### config.mk
export PLATFORM = sky130hd
export DESIGN_NAME = program_loader_flat
export DESIGN_NICKNAME = d
export VERILOG_FILES = /design/src/rtl/program_loader_if.sv /design/src/rtl/program_loader.sv /design/src/flat_wrapper.sv
export SDC_FILE = /design/constraint.sdc
export NUM_CORES = 1
export LEC_CHECK = 0
export CORE_MARGIN = 8
export CORE_UTILIZATION = 52
export DETAILED_ROUTE_END_ITERATION = 12
export PLACE_DENSITY = 0.79
export SYNTH_ARGS = -nofsm -noshare
export SYNTH_HDL_FRONTEND = slang
export SYNTH_SLANG_ARGS = --single-unit
export TNS_END_PERCENT = 5
### constraint.sdc
create_clock -name clk -period 2.3 [get_ports clk]
set_input_delay 0.46 -clock clk [delete_from_list [all_inputs] [get_ports clk]]
set_output_delay 0.46 -clock clk [all_outputs]
set_load 0.05 [all_outputs]
### src/rtl/program_loader_if.sv
`default_nettype none
// ---- program_loader_if : byte-stream input and instruction-memory write port -- rev 1.0 ----
interface program_loader_if #(
  parameter int ADDR_W = 8,
  parameter int DATA_W = 8
);
  logic              in_valid;
  logic              in_ready;
  logic [DATA_W-1:0] in_data;
  logic              im_wr_en;
  logic [ADDR_W-1:0] im_wr_addr;
  logic [DATA_W-1:0] im_wr_data;

  modport master (
    output in_valid, in_data,
    input  in_ready, im_wr_en, im_wr_addr, im_wr_data
  );

  modport slave (
    input  in_valid, in_data,
    output in_ready, im_wr_en, im_wr_addr, im_wr_data
  );
endinterface
`default_nettype wire

### src/rtl/program_loader.sv
`default_nettype none
// ---- program_loader : streams a program into instruction memory, checks its XOR sum, releases the core -- rev 1.0 ----
module program_loader #(
  parameter int ADDR_W = 8,
  parameter int DATA_W = 8
) (
  input  logic              clk,
  input  logic              reset,
  input  logic              start,
  input  logic [ADDR_W-1:0] load_len,
  program_loader_if.slave   bus,
  output logic              core_enable,
  output logic              core_hold,
  output logic              done,
  output logic              error
);
  localparam int CNT_W = ADDR_W + 1;
  localparam logic [CNT_W-1:0] FULL_LEN = {1'b1, {ADDR_W{1'b0}}};

  typedef enum logic [2:0] {
    S_IDLE  = 3'd0,
    S_LOAD  = 3'd1,
    S_CHECK = 3'd2,
    S_RUN   = 3'd3,
    S_ERROR = 3'd4
  } state_t;

  state_t            state_q;
  logic [CNT_W-1:0]  len_q;
  logic [CNT_W-1:0]  count_q;
  logic [CNT_W-1:0]  count_d;
  logic [DATA_W-1:0] csum_q;
  logic [DATA_W-1:0] csum_d;
  logic              in_ready_q;
  logic              wr_en_q;
  logic [ADDR_W-1:0] wr_addr_q;
  logic [DATA_W-1:0] wr_data_q;
  logic              core_enable_q;
  logic              core_hold_q;
  logic              done_q;
  logic              error_q;
  logic              xfer;

  assign xfer    = bus.in_valid & in_ready_q;
  assign count_d = count_q + 1'b1;
  assign csum_d  = csum_q ^ bus.in_data;

  always_ff @(posedge clk or negedge reset) begin
    if (!reset) begin
      state_q       <= S_IDLE;
      len_q         <= '0;
      count_q       <= '0;
      csum_q        <= '0;
      in_ready_q    <= 1'b0;
      wr_en_q       <= 1'b0;
      wr_addr_q     <= '0;
      wr_data_q     <= '0;
      core_enable_q <= 1'b0;
      core_hold_q   <= 1'b1;
      done_q        <= 1'b0;
      error_q       <= 1'b0;
    end else begin
      wr_en_q <= 1'b0;
      unique case (state_q)
        S_IDLE, S_RUN, S_ERROR: begin
          if (start) begin
            // A zero length stands for a full 2^ADDR_W-byte image.
            len_q         <= (load_len == '0) ? FULL_LEN : {1'b0, load_len};
            count_q       <= '0;
            csum_q        <= '0;
            in_ready_q    <= 1'b1;
            core_enable_q <= 1'b0;
            core_hold_q   <= 1'b1;
            done_q        <= 1'b0;
            error_q       <= 1'b0;
            state_q       <= S_LOAD;
          end
        end
        S_LOAD: begin
          if (xfer) begin
            wr_en_q   <= 1'b1;
            wr_addr_q <= count_q[ADDR_W-1:0];
            wr_data_q <= bus.in_data;
            csum_q    <= csum_d;
            count_q   <= count_d;
            if (count_d == len_q) begin
              state_q <= S_CHECK;
            end
          end
        end
        S_CHECK: begin
          if (xfer) begin
            in_ready_q <= 1'b0;
            if (bus.in_data == csum_q) begin
              core_enable_q <= 1'b1;
              core_hold_q   <= 1'b0;
              done_q        <= 1'b1;
              state_q       <= S_RUN;
            end else begin
              error_q <= 1'b1;
              state_q <= S_ERROR;
            end
          end
        end
        default: begin
          in_ready_q <= 1'b0;
          state_q    <= S_IDLE;
        end
      endcase
    end
  end

  assign bus.in_ready   = in_ready_q;
  assign bus.im_wr_en   = wr_en_q;
  assign bus.im_wr_addr = wr_addr_q;
  assign bus.im_wr_data = wr_data_q;
  assign core_enable    = core_enable_q;
  assign core_hold      = core_hold_q;
  assign done           = done_q;
  assign error          = error_q;
endmodule
`default_nettype wire

### src/flat_wrapper.sv
// flat-port wrapper written by rule: the top's interface ports become plain ports
module program_loader_flat 
#(
  parameter int ADDR_W = 8,
  parameter int DATA_W = 8
)
  (clk, reset, start, load_len, core_enable, core_hold, done, error, bus_in_valid, bus_in_data, bus_in_ready, bus_im_wr_en, bus_im_wr_addr, bus_im_wr_data);
  program_loader_if #(.ADDR_W(ADDR_W), .DATA_W(DATA_W)) bus_i ();
  input  logic clk;
  input  logic reset;
  input  logic start;
  input  logic [ADDR_W-1:0] load_len;
  output logic core_enable;
  output logic core_hold;
  output logic done;
  output logic error;
  input wire logic [$bits(bus_i.in_valid)-1:0] bus_in_valid;
  input wire logic [$bits(bus_i.in_data)-1:0] bus_in_data;
  output wire logic [$bits(bus_i.in_ready)-1:0] bus_in_ready;
  output wire logic [$bits(bus_i.im_wr_en)-1:0] bus_im_wr_en;
  output wire logic [$bits(bus_i.im_wr_addr)-1:0] bus_im_wr_addr;
  output wire logic [$bits(bus_i.im_wr_data)-1:0] bus_im_wr_data;
  assign bus_i.in_valid = bus_in_valid;
  assign bus_i.in_data = bus_in_data;
  assign bus_in_ready = bus_i.in_ready;
  assign bus_im_wr_en = bus_i.im_wr_en;
  assign bus_im_wr_addr = bus_i.im_wr_addr;
  assign bus_im_wr_data = bus_i.im_wr_data;
  program_loader #(.ADDR_W(ADDR_W), .DATA_W(DATA_W)) u_core (.clk(clk), .reset(reset), .start(start), .load_len(load_len), .bus(bus_i), .core_enable(core_enable), .core_hold(core_hold), .done(done), .error(error));
endmodule
# ---- After elaboration in Yosys (flattened, before gate mapping)
# Index checks and enable logic that the tools add are counted.
dict set report totals {
  mem_bits_rw 0
  latch_bits 0
  out_inout_bits 22
  regBits 50
  in_bits 20
  romBits 0
  memories 0
}
dict set report op_classes {
  reduce_logical 12
  mux 28
  mul 0
  addsub 1
  bitwise 3
  magnitude_cmp 0
  n_div 0
  shifts 0
  n_eq_ne 12
}
# operator count
set op_table {}
lappend op_table {{$mux W9} 3}
lappend op_table {{$pmux W9 S2} 1}
lappend op_table {{$mux W8} 2}
lappend op_table {{$pmux W8 S2} 1}
lappend op_table {{$mux W3} 5}
lappend op_table {{$reduce_and A4 Y1} 3}
lappend op_table {{$mux W1} 11}
lappend op_table {{$add A9 B1 Y9 const B} 1}
lappend op_table {{$eq A9 B9 Y1} 1}
lappend op_table {{$pmux W3 S3} 1}
lappend op_table {{$eq A8 B8 Y1} 1}
lappend op_table {{$logic_not A8 Y1} 1}
lappend op_table {{$ne A2 B1 Y1 const B} 4}
lappend op_table {{$xor A8 B8 Y8} 1}
lappend op_table {{$eq A3 B2 Y1 const B} 2}
lappend op_table {{$pmux W1 S2} 3}
lappend op_table {{$reduce_and A3 Y1} 2}
lappend op_table {{$ne A2 B2 Y1 const B} 2}
lappend op_table {{$reduce_and A2 Y1} 2}
lappend op_table {{$reduce_bool A2 Y1} 2}
lappend op_table {{$eq A3 B1 Y1 const B} 1}
lappend op_table {{$eq A3 B3 Y1 const B} 1}
lappend op_table {{$logic_not A3 Y1} 1}
lappend op_table {{$pmux W1 S3} 1}
lappend op_table {{other kinds (3)} 3}

# ---- Longest topological paths before layout
# Gate-level depths: netlist (run 1).
dict set report depth {
  depth_word 5
  ltp_mapped 7
}

# ---- Worst setup path after synthesis (run 1)
# OpenSTA, ideal clock, no wires.
dict set report synth_path {
  path_type {register to register}
  from {reg u_core.count_q[0]}
  to {reg u_core.state_q[0]}
  period_less_slack_ns 1.771
  t_required_ns 2.177
  stages_incl_launch_ff 8
  arrival_ns 1.648
  slack_ns 0.529
  setup_time_ns 0.123
  cell_sequence {dfrtp_1 > ha_1 > xor2_1 > nor3_1 > nand2_1 > nor4_2 > a31oi_1 > o2bb2ai_1}
}
dict set report synth_via {
  elab_chain_len 4
}
# item line
set synth_lines {}
lappend synth_lines {{start, declared} program_loader.sv:30} ;# logic [CNT_W-1:0] count_q;
lappend synth_lines {{start signal, assigned} program_loader.sv:85} ;# count_q <= count_d;
lappend synth_lines {{$add A9 B1 Y9} program_loader.sv:45} ;# assign count_d = count_q + 1'b1;
lappend synth_lines {{$eq A9 B9 Y1} program_loader.sv:86} ;# if (count_d == len_q) begin
lappend synth_lines {{$ne A2 B1 Y1 (no source line)} n/a}
lappend synth_lines {{$reduce_and A4 Y1 (no source line)} n/a}
lappend synth_lines {{end signal, assigned} program_loader.sv:50} ;# state_q <= S_IDLE;
lappend synth_lines {{end signal, assigned} program_loader.sv:87} ;# state_q <= S_CHECK;
lappend synth_lines {{end signal, assigned} program_loader.sv:98} ;# state_q <= S_RUN;
lappend synth_lines {{end, declared} program_loader.sv:28} ;# state_t state_q;
# Every way passes these cells.
# A chain may end at the register's enable or synchronous reset.

# ---- Worst setup path in the final report (run 1)
dict set report layout_path {
  from {reg u_core.core_hold_q (netlist: u_core.core_hold)}
  to {out core_hold}
}
# item line
set layout_rtl {}
lappend layout_rtl {{start, declared} program_loader.sv:39} ;# logic core_hold_q;
lappend layout_rtl {{start signal, assigned} program_loader.sv:59} ;# core_hold_q <= 1'b1;
lappend layout_rtl {{start signal, assigned} program_loader.sv:73} ;# core_hold_q <= 1'b1;
lappend layout_rtl {{start signal, assigned} program_loader.sv:96} ;# core_hold_q <= 1'b0;
lappend layout_rtl {{end, declared} flat_wrapper.sv:14} ;# output logic core_hold;
# No word-level cell between the ends.

==> summary.md, run 1 <==
| Metric | Value |
|---|---|
| Detailed placement HPWL | `3.910 mm` |
| Port Buffer Count | `around 40` |
| RSZ-0062 raised after global routing | `false` |
| Status | `completed` |
| Power Density | `1146 nW/um2` |
| Root Driver | `clkbuf_8` |
| Cell Area, Synth | `2454 um2` |
| Synth warn | `0` |
| Grt ovf | `0` |
| Ys flop type | `dfrtp_1` |
| CTS tree | `built` |
| Post-CTS Setup Bufs | `0` |
| Final setup viols | `0` |
| Pleak | `1.360 nW` |
| Area contributors post-synth | `dfrtp_1 50%, nand2_1 14%, xnor2_1 6.8%` |
| Nets | `347` |
| Routed length per placed instance | `14.13 um` |
| RePlAce Congestion | `0.8765` |
| I/O pin cnt | `42` |
| GR Util All Layers | `15.48%` |
| Initial antenna violation count | `0` |
| Worst-path cell chain | `clkdlybuf4s50_1` |
| Max-slew violations | `0` |
| Placed cells | `between 300 and 400` |
| Seq/Total Area, Yosys | `51.05%` |
| CTS max path bufs | `2` |
| Number of remaining DRC errors | `0` |
| Setup Crit Path Kind | `flop to output pin` |
| Slowest stage delay, CP | `810 ps` |
| Post-route clock period utilization | `91.82%` |
| Initial detailed-routing violation count | `between 90 and 100` |
| Fraction of registers with async set/reset | `100.0%` |
| # diodes | `0` |
| Max frequency | `around 470 MHz` |
| Number of CTS-inserted buffers | `5` |
| Distinct cells, synth | `41` |
| CTS resizes | `0` |
| Post-Syn Area per Cell | `8.732 um2` |
| Crit. End Element | `output pin` |
| Die height | `84.69 um` |
| Vias in the first global route | `2049` |
| Clock tree sinks | `50` |
| Fin Hold WS | `185.4 ps` |
| Final wirelength | `between 5 and 6 mm` |
| Max Cap Viol | `0` |
| Fin area | `around 3000 um2` |
| Hold WC Path Type | `input pin to async pin` |
| # hold bufs at CTS | `0` |
| Pin count of the biggest net entering global routing | `32` |
| Slew @ Worst Pin | `between 600 and 700 ps` |
| Slowest CP cell | `clkdlybuf4s50_1` |
| Die W | `84.69 um` |
| Placement Cell Area | `2932 um2` |
| Die Area | `7172 um2` |
| Period minus WS final | `2112 ps` |
| EDFF count, synth | `0` |
| Setup TNS | `0 ps` |
| Sum of buffers and inverters on the critical path | `1` |
| #FFs+latches synth | `50` |
| Non-filler instance count after layout | `381` |
| Drt first pass iters | `4` |
| Syn-to-layout area delta | `23.20%` |
| Crit Path Max Fanout | `2` |
| Crit-path leading delay family | `buffers and inverters` |
| Rel. slew slack | `55.42%` |
| Worst EP required | `1840 ps` |
| Mapped Cells | `281` |
| Cell taking the most area after synthesis | `dfrtp_1` |
| VDD IR max | `1.028 mV` |
| Setup Skew | `4.229 ps` |
| Starting Density | `53.00%` |
| Top-area cell type share of the netlist area | `49.97%` |
| Layout cells sized above 1 | `8.257%` |
| Routed vias/inst | `5.336` |
| Mapped Nets | `between 300 and 400` |
| H-tree depth | `2` |
| Via count | `2033` |
| Skew-Pair Late Insertion Delay | `300 ps` |
| Worst path arrival time | `1650 ps` |
| CP startpoint kind | `flop` |
| First-pass GRT wire length | `9.025 mm` |
| Cell row count | `25` |
| Post-route ant nets | `0` |
| Core Area | `4629 um2` |
| Clock transition at path regs | `90 ps` |
| Final hold vios | `0` |
-- cells by family after synthesis --
| kind of cell | share of synthesized area, % |
|---|---|
| buffers and inverters | 3.314 |
| AO/OA/AOI/OAI | 12.03 |
| flip-flops | 51.05 |
| AND/OR/NAND/NOR | 25.60 |
| adder cells (fa/ha/maj) | 0.5099 |
| XOR/XNOR | 7.496 |
-- placed cells by master, fill, tap and decap left out, types with 2 or more instances in the layout --
master and n:
nand3_2 2, nand4_1 3, a21oi_1 2, o21ai_0 27, a31oi_1 2, xnor2_1 19, nor2_4 2, dfrtp_1 49
nor3_1 2, nand2b_1 4, nor2_1 21, inv_1 4, clkdlybuf4s50_1 40, nand3_1 3, xor2_1 2, buf_4 9
nand2_1 89, o31ai_1 2, o21ai_1 10, nor2b_1 4, clkbuf_8 6, nor4_1 2, o22ai_1 2
-- registers in the layout, indices dropped and copies added (netlist names), 3 cells and up --
signal and cells:
u_core.state_q 3, u_core.bus.im_wr_addr 8, u_core.bus.im_wr_data 8, u_core.csum_q 8, u_core.len_q 9, u_core.count_q 9
-- path summary, 6_finish.rpt --
| kind | from | to | slack [ps] | cells past startpoint |
|---|---|---|---|---|
| max in group asynchronous | reset | u_core.count_q[8] | 1490 | 2 |
| max | u_core.core_hold | core_hold | 190 | 1 |
| min | reset | u_core.count_q[7] | 190 | 1 |
| min reg2reg | u_core.bus.im_wr_addr[3] | u_core.bus.im_wr_addr[3] | 480 | 2 |
| max reg2reg | u_core.count_q[0] | u_core.state_q[0] | 380 | 7 |
| min in group clk | u_core.bus.im_wr_addr[3] | u_core.bus.im_wr_addr[3] | 480 | 2 |
-- cell type report --
class	count	area, um2
clock buffers	7	86.33
clock inverters	1	5.005
fillers	407	1607
inverters	5	18.77
multi-input cells	214	1120
flip-flops and latches	50	1252
well taps	54	67.56
repair buffers	50	473.0
-- where the power goes --
group | total [W] | internal [W] | switching, W
clock network | 0.000524 | 0.000243 | 0.000281
registers | 0.00138 | 0.00115 | 0.000235
logic | 0.00156 | 0.000601 | 0.000959
-- synthesized netlist by cell type, types with 4 or more instances --
cell,instances
o21ai_0,27
inv_1,4
nor2b_1,4
o21ai_1,10
xnor2_1,19
dfrtp_1,49
buf_2,5
nand2_1,89
clkbuf_1,4
nand2b_1,4
nor2_1,21
-- stage by stage --
stage	power, W	worst slack (ps)	utilization (%)
4_1_cts	0.003495	169.9	65.30
6_report	0.003465	188.2	65.30
2_1_floorplan	0.002451	529.4	-
3_5_place_dp	0.002959	187.7	63.32
3_3_place_gp	0.002925	265.2	63.32
5_1_grt	0.003700	135.4	65.30
-- metal layers --
| metal | up-vias | global-route usage (%) | routed length (um) |
|---|---|---|---|
| met1 | 961 | 18.05 | 2437 |
| met4 | 0 | 5.987 | 117 |
| met2 | 45 | 25.20 | 2477 |
| met3 | 10 | 5.756 | 351 |
| li1 | 1017 | - | - |
| met5 | - | 0 | 0 |
Power figures use the tool's default switching activity.
==> inputs of run 2 (changes only) <==
Settings changed: GPL_TIMING_DRIVEN from default to 0.
==> run 2 against run 1 <==
Net effect:
- via count is 2.0% higher
- total power is 2.2% higher
- cell count is 1.0% higher
- combinational power hardly changed
- setup slack better by 8.3 ps
- global-route usage is 0.76 points higher
- wire length is 3.9% higher
- critical endpoint unchanged
- largest cell class unchanged
- highest routed layer unchanged
==> summary.md, run 2 (same netlist as run 1, synthesis figures left out) <==
| Metric | Value |
|---|---|
| # diodes | `0` |
| Core Area | `4629 um2` |
| Slowest stage delay, CP | `about 800 ps` |
| Clock Power Share | `17.2%` |
| Layout cells sized above 1 | `8.459%` |
| Final hold vios | `0` |
| GR Util All Layers | `16.24%` |
| Die Area | `7172 um2` |
| Skew-Pair Late Insertion Delay | `300 ps` |
| Nets | `~350` |
| Internal | `around 0.0021 W` |
| Crit. End Element | `output pin` |
| I/O pin cnt | `between 40 and 50` |
| Root Driver | `clkbuf_8` |
| Routed length per placed instance | `14.52 um` |
| Setup Skew | `5.765 ps` |
| Post-route ant nets | `0` |
| CTS tree | `built` |
| Status | `completed` |
| Clock transition at path regs | `around 90 ps` |
| Pleak | `between 1 and 1.5 nW` |
| CTS max path bufs | `2` |
| Final core utilization | `between 60 and 70%` |
| CP startpoint kind | `flop` |
| Largest regs | `u_core.count_q x9, u_core.len_q x9` |
| RSZ-0062 raised after global routing | `false` |
| Routed vias/inst | `approximately 5.4` |
| Vias in the first global route | `~2100` |
| First-pass GRT wire length | `9.501 mm` |
| # hold bufs at CTS | `0` |
| Met3 Use GR | `5.366%` |
| Hold WC Path Type | `input pin to async pin` |
| Multi-input logic area | `~1100 um2` |
| Grt ovf | `0` |
| Slowest CP cell | `clkdlybuf4s50_1` |
| Detailed placement HPWL | `just over 4 mm` |
| Final wirelength | `~5.6 mm` |
| Total Power | `0.003540 W` |
| Switch Pwr | `0.001487 W` |
| Syn-to-layout area delta | `24.53%` |
| Fillers | `402` |
| Die height | `84.69 um` |
| Power share of the sequential group | `38.3%` |
| Initial antenna violation count | `0` |
| Most frequent cells in the layout | `89 x nand2_1, 49 x dfrtp_1, 40 x clkdlybuf4s50_1` |
| Register area | `1252 um2` |
| Pin count of the biggest net entering global routing | `33` |
| Setup Crit Path Kind | `flop to output pin` |
| Sum of buffers and inverters on the critical path | `1` |
| Max-slew violations | `0` |
| Die W | `84.69 um` |
| VDD IR max | `0.7275 mV` |
| Met2 Usage GRT | `between 20% and 30%` |
| Fin Hold WS | `86.84 ps` |
| Worst path arrival time | `between 1500 and 2000 ps` |
| Worst EP required | `1840 ps` |
| Most common cell after layout, fill and taps aside | `nand2_1` |
| Met1 GRT Util | `19.54%` |
| CTS resizes | `0` |
| Initial detailed-routing violation count | `between 100 and 150` |
| Reg2Reg Capture Point | `u_core.state_q[0]` |
| Number of CTS-inserted buffers | `5` |
| RR Startpoint | `u_core.count_q[0]` |
| Max Cap Viol | `0` |
| Post-CTS Setup Bufs | `0` |
| Rel. slew slack | `57.62%` |
| Number of remaining DRC errors | `0` |
| Slew @ Worst Pin | `635.6 ps` |
| Clock tree sinks | `50` |
| Starting Density | `53.00%` |
| Max frequency | `475.4 MHz` |
| GR peak layer | `met2` |
| Power Density | `1159 nW/um2` |
| Comb pwr share | `44.5%` |
| Port Buffer Count | `between 40 and 50` |
| Cell row count | `25` |
| Final setup viols | `0` |
| RePlAce Congestion | `0.8283` |
| Worst reg2reg path depth | `7` |
| Drt first pass iters | `4` |
| Period minus WS final | `roughly 2100 ps` |
| Crit-path leading delay family | `buffers and inverters` |
| Post-route clock period utilization | `91.45%` |
| Worst-path cell chain | `clkdlybuf4s50_1` |
| Crit Path Max Fanout | `2` |
| Switching Share | `42.00%` |
| H-tree depth | `2` |
| R2R Setup Slk | `350 ps` |
| Via count | `2074` |
==> run 2: layer usage <==
metal / share of wire, % / vias up
met5: 0 / -
met4: 1.9 / 0
met3: 5.8 / 8
met2: 48 / 48
met1: 45 / 990
li1: - / 1028
==> run 2: how the worst max path moves through the flow <==
stage / startpoint / end / slack, ps / depth (start not counted)
floorplan: u_core.count_q[0] / u_core.state_q[0] / 530 / 7
global placement: reset / u_core.bus.in_ready / -680 / 1
detailed placement: bus_in_valid / u_core.count_q[4] / -150 / 7
CTS: bus_in_valid / u_core.count_q[4] / 150 / 7
global route: bus_in_valid / u_core.count_q[4] / 60 / 7
finish: u_core.core_hold / core_hold / 200 / 1
==> run 2: power by group through the flow <==
stage | Clock [W] | Sequential [W] | Combinational (W)
6_report | 0.000610 | 0.00135 | 0.00158
5_1_grt | 0.000652 | 0.00140 | 0.00173
4_1_cts | 0.000624 | 0.00136 | 0.00159
3_5_place_dp | 0 | 0.00137 | 0.00158
3_3_place_gp | 0 | 0.00136 | 0.00155
2_1_floorplan | 0 | 0.00169 | 0.000766
==> run 2: metrics by stage <==
step	setup TNS (ps)	cell area [um2]	setup slack, ps	instances
global placement	-33610	2932	-681.3	376
CTS	0	3055	149.5	385
detailed placement	-686.2	2947	-152.5	377
global route	0	3055	57.35	385
floorplan	0	2454	529.4	281
finish	0	3055	196.6	385
==> run 2: final cells by class <==
cell class / instances / area share (%)
Multi-Input combinational cell: 214 / 36.65
Inverter: 5 / 0.6143
Tap cell: 54 / 2.211
Timing Repair Buffer: 42 / 13.92
Sequential cell: 50 / 40.99
Buffer: 12 / 2.048
Clock buffer: 5 / 2.252
Clock inverter: 3 / 1.310
==> inputs of run 3 (changes only) <==
Settings changed: ABC_AREA from default to 1, CELL_PAD_IN_SITES_DETAIL_PLACEMENT from default to 1, CELL_PAD_IN_SITES_GLOBAL_PLACEMENT from default to 1, CORE_UTILIZATION 52 to 39, PLACE_DENSITY 0.79 to default, PLACE_DENSITY_LB_ADDON from default to 0.1.
==> run 3 against run 2 <==
Net effect:
- wire length rose by 6.1%
- register-to-register slack improved by 70 ps
- hold slack got worse by 34 ps
- combinational power rose by 20%
- global-route usage fell by 2.1 points
- critical path depth did not move
- clock skew rose by 3.9 ps
- first-iteration DRC count fell by 61%
- clock power rose by 4.1%
- maximum frequency barely moved
- sequential power rose by 4%
- final area rose by 1.5%
==> summary.md, run 3 <==
| Metric | Value |
|---|---|
| Slew @ Worst Pin | `502.9 ps` |
| Max frequency | `475.9 MHz` |
| Post-Syn Area per Cell | `a little over 8 um2` |
| Setup Crit Path Kind | `flop to output pin` |
| Routed vias/inst | `approximately 4.8` |
| Worst-path cell chain | `clkdlybuf4s50_1` |
| CTS resizes | `0` |
| Final WS setup | `198.5 ps` |
| Final setup viols | `0` |
| #FFs+latches synth | `50` |
| Synth warn | `0` |
| Clock transition at path regs | `roughly 90 ps` |
| Nets | `372` |
| CTS max path bufs | `2` |
| Post-synthesis compound-gate area fraction | `9.036%` |
| Port Buffer Count | `41` |
| Period minus WS final | `2101 ps` |
| First-pass GRT wire length | `around 10 mm` |
| H-tree depth | `2` |
| Core Area | `6241 um2` |
| GR Util All Layers | `14.18%` |
| I/O pin cnt | `42` |
| Setup Skew | `9.677 ps` |
| Post-Synth Simple-Gate Area | `28.53%` |
| Starting Density | `39.49%` |
| Rel. slew slack | `about two thirds` |
| Post-Synth XOR/XNOR Area | `2.843%` |
| Most common cell after layout, fill and taps aside | `nand2_1` |
| Commonest cells post-synth | `100 x nand2_1, 49 x dfrtp_1, 38 x inv_1` |
| Crit-path leading delay family | `buffers and inverters` |
| Worst path arrival time | `1640 ps` |
| Vias in the first global route | `2178` |
| Detailed placement HPWL | `4.596 mm` |
| VDD IR max | `0.6290 mV` |
| Power Density | `1272 nW/um2` |
| Place WS | `127.6 ps` |
| Number of CTS-inserted buffers | `5` |
| Count leader, synth | `nand2_1` |
| Fraction of registers with async set/reset | `100.0%` |
| Die W | `95.50 um` |
| Mapped Cells | `302` |
| Slowest CP cell | `clkdlybuf4s50_1` |
| Post-route clock period utilization | `between 90% and 100%` |
| Final wirelength | `5.930 mm` |
| Post-CTS Setup Bufs | `0` |
| Die Area | `9120 um2` |
| Pleak | `about 1.5 nW` |
| RSZ-0062 raised after global routing | `false` |
| CTS tree | `built` |
| Portion of netlist area occupied by mux cells | `0%` |
| Most frequent cells in the layout | `100 x nand2_1, 49 x dfrtp_1, 40 x clkdlybuf4s50_1` |
| # hold bufs at CTS | `0` |
| Slowest stage delay, CP | `800 ps` |
| Distinct cells, synth | `30` |
| Ys flop type | `dfrtp_1` |
| Root Driver | `clkbuf_8` |
| # diodes | `0` |
| Fin area | `3100 um2` |
| Post-route ant nets | `0` |
| Drt first pass iters | `4` |
| Area contributors post-synth | `dfrtp_1 50%, nand2_1 15%, inv_1 5.8%` |
| Initial detailed-routing violation count | `53` |
| Worst EP required | `1840 ps` |
| Top-area cell type share of the netlist area | `about half` |
| Post-synthesis adder-cell area fraction | `less than 1%` |
| Crit. End Element | `output pin` |
| Die height | `around 96 um` |
| Placement Cell Area | `2987 um2` |
| Mapped Nets | `323` |
| Layout cells sized above 1 | `11.36%` |
| Largest family of logic cells by synthesized area | `simple AND/OR/NAND/NOR gates` |
| Seq/Total Area, Yosys | `50.81%` |
| Number of remaining DRC errors | `0` |
| Routed length per placed instance | `13.82 um` |
| Skew-Pair Late Insertion Delay | `310 ps` |
| Max-slew violations | `0` |
| Clock tree sinks | `50` |
| RePlAce Congestion | `0.7973` |
| Syn-to-layout area delta | `25.79%` |
| Crit Path Max Fanout | `2` |
| Via count | `2064` |
| Cell row count | `29` |
| CP startpoint kind | `flop` |
| Hold WC Path Type | `input pin to async pin` |
| Cell taking the most area after synthesis | `dfrtp_1` |
| Cell Area, Synth | `2465 um2` |
| Grt ovf | `0` |
| Max Cap Viol | `0` |
| Pin count of the biggest net entering global routing | `37` |
| Largest regs | `u_core.count_q x9, u_core.len_q x9` |
| EDFF count, synth | `0` |
| Final hold vios | `0` |
| Status | `completed` |
| Fillers | `764` |
| Initial antenna violation count | `0` |
| Sum of buffers and inverters on the critical path | `1` |
==> run 3: cell count changes after synthesis, sizes merged, moves of 4 or more <==
cell    previous run  this run
xnor2             19         0
o21ai             37        25
nor2              24        18
nand2b             4         0
nand3              5        20
nand2             89       106
xor2               2         8
o22ai              2         8
nor2b              4         0
inv                5        43
==> run 3: final timing paths <==
check                                        from           endpoint  slack [ps]  cells past startpoint
worst max-delay path             u_core.core_hold          core_hold         200                      1
worst min register to register   u_core.core_hold   u_core.core_hold         470                      2
worst min-delay path                        reset  u_core.state_q[0]          50                      1
min in group clk                 u_core.core_hold   u_core.core_hold         470                      2
worst max register to register  u_core.count_q[0]  u_core.state_q[2]         420                     13
max in group asynchronous                   reset  u_core.count_q[3]        1740                      2
==> run 3: through the flow <==
| step | utilization (%) | instances | setup TNS [ps] | hold WS, ps | power (W) |
|---|---|---|---|---|---|
| global placement | 47.61 | 420 | -38310 | 452.2 | 0.003303 |
| CTS | 49.68 | 429 | 0 | 54.55 | 0.004010 |
| floorplan | - | 302 | 0 | 164.4 | 0.002737 |
| global route | 49.68 | 429 | 0 | 83.67 | 0.004233 |
| finish | 49.68 | 429 | 0 | 53.04 | 0.003943 |
| detailed placement | 47.85 | 421 | 0 | 393.6 | 0.003362 |
==> run 3: cells by family (layout without fill, tap and decap cells) <==
family                     Yosys count  in the layout
AOI/OAI and AO/OA                   38             38
buffers and inverters               51            101
DFF                                 50             50
adders and majority gates            1              1
and+or+nand+nor                    154            154
xor gates and xnor gates             8              8
==> run 3: layout make-up <==
| type | count | area [um2] | area share, % |
|---|---|---|---|
| buffer | 8 | 42.54 | 1.372 |
| timing repair buffer | 42 | 425.4 | 13.72 |
| inverter | 43 | 161.4 | 5.206 |
| tap | 77 | 96.34 | 3.107 |
| clock buffer | 5 | 68.82 | 2.220 |
| multi-input combinational | 201 | 1008 | 32.53 |
| sequential | 50 | 1252 | 40.40 |
| clock inverter | 3 | 45.04 | 1.453 |
==> run 3: per-layer routing <==
layer  up-vias  track usage (%)  part of all wire, %
met1       976            18.29                   49
li1       1048                -                    -
met2        34            23.25                   46
met3         6            3.228                  4.1
met5         -                0                    0
met4         0            4.097                  1.3
==> run 3: report_power, final <==
group	switching (W)	leakage [nW]	internal (W)
Combinational	0.00127	0.804	0.000634
Clock	0.000311	0.0504	0.000324
Sequential	0.000213	0.657	0.00119
Total	0.00179	1.51	0.00215
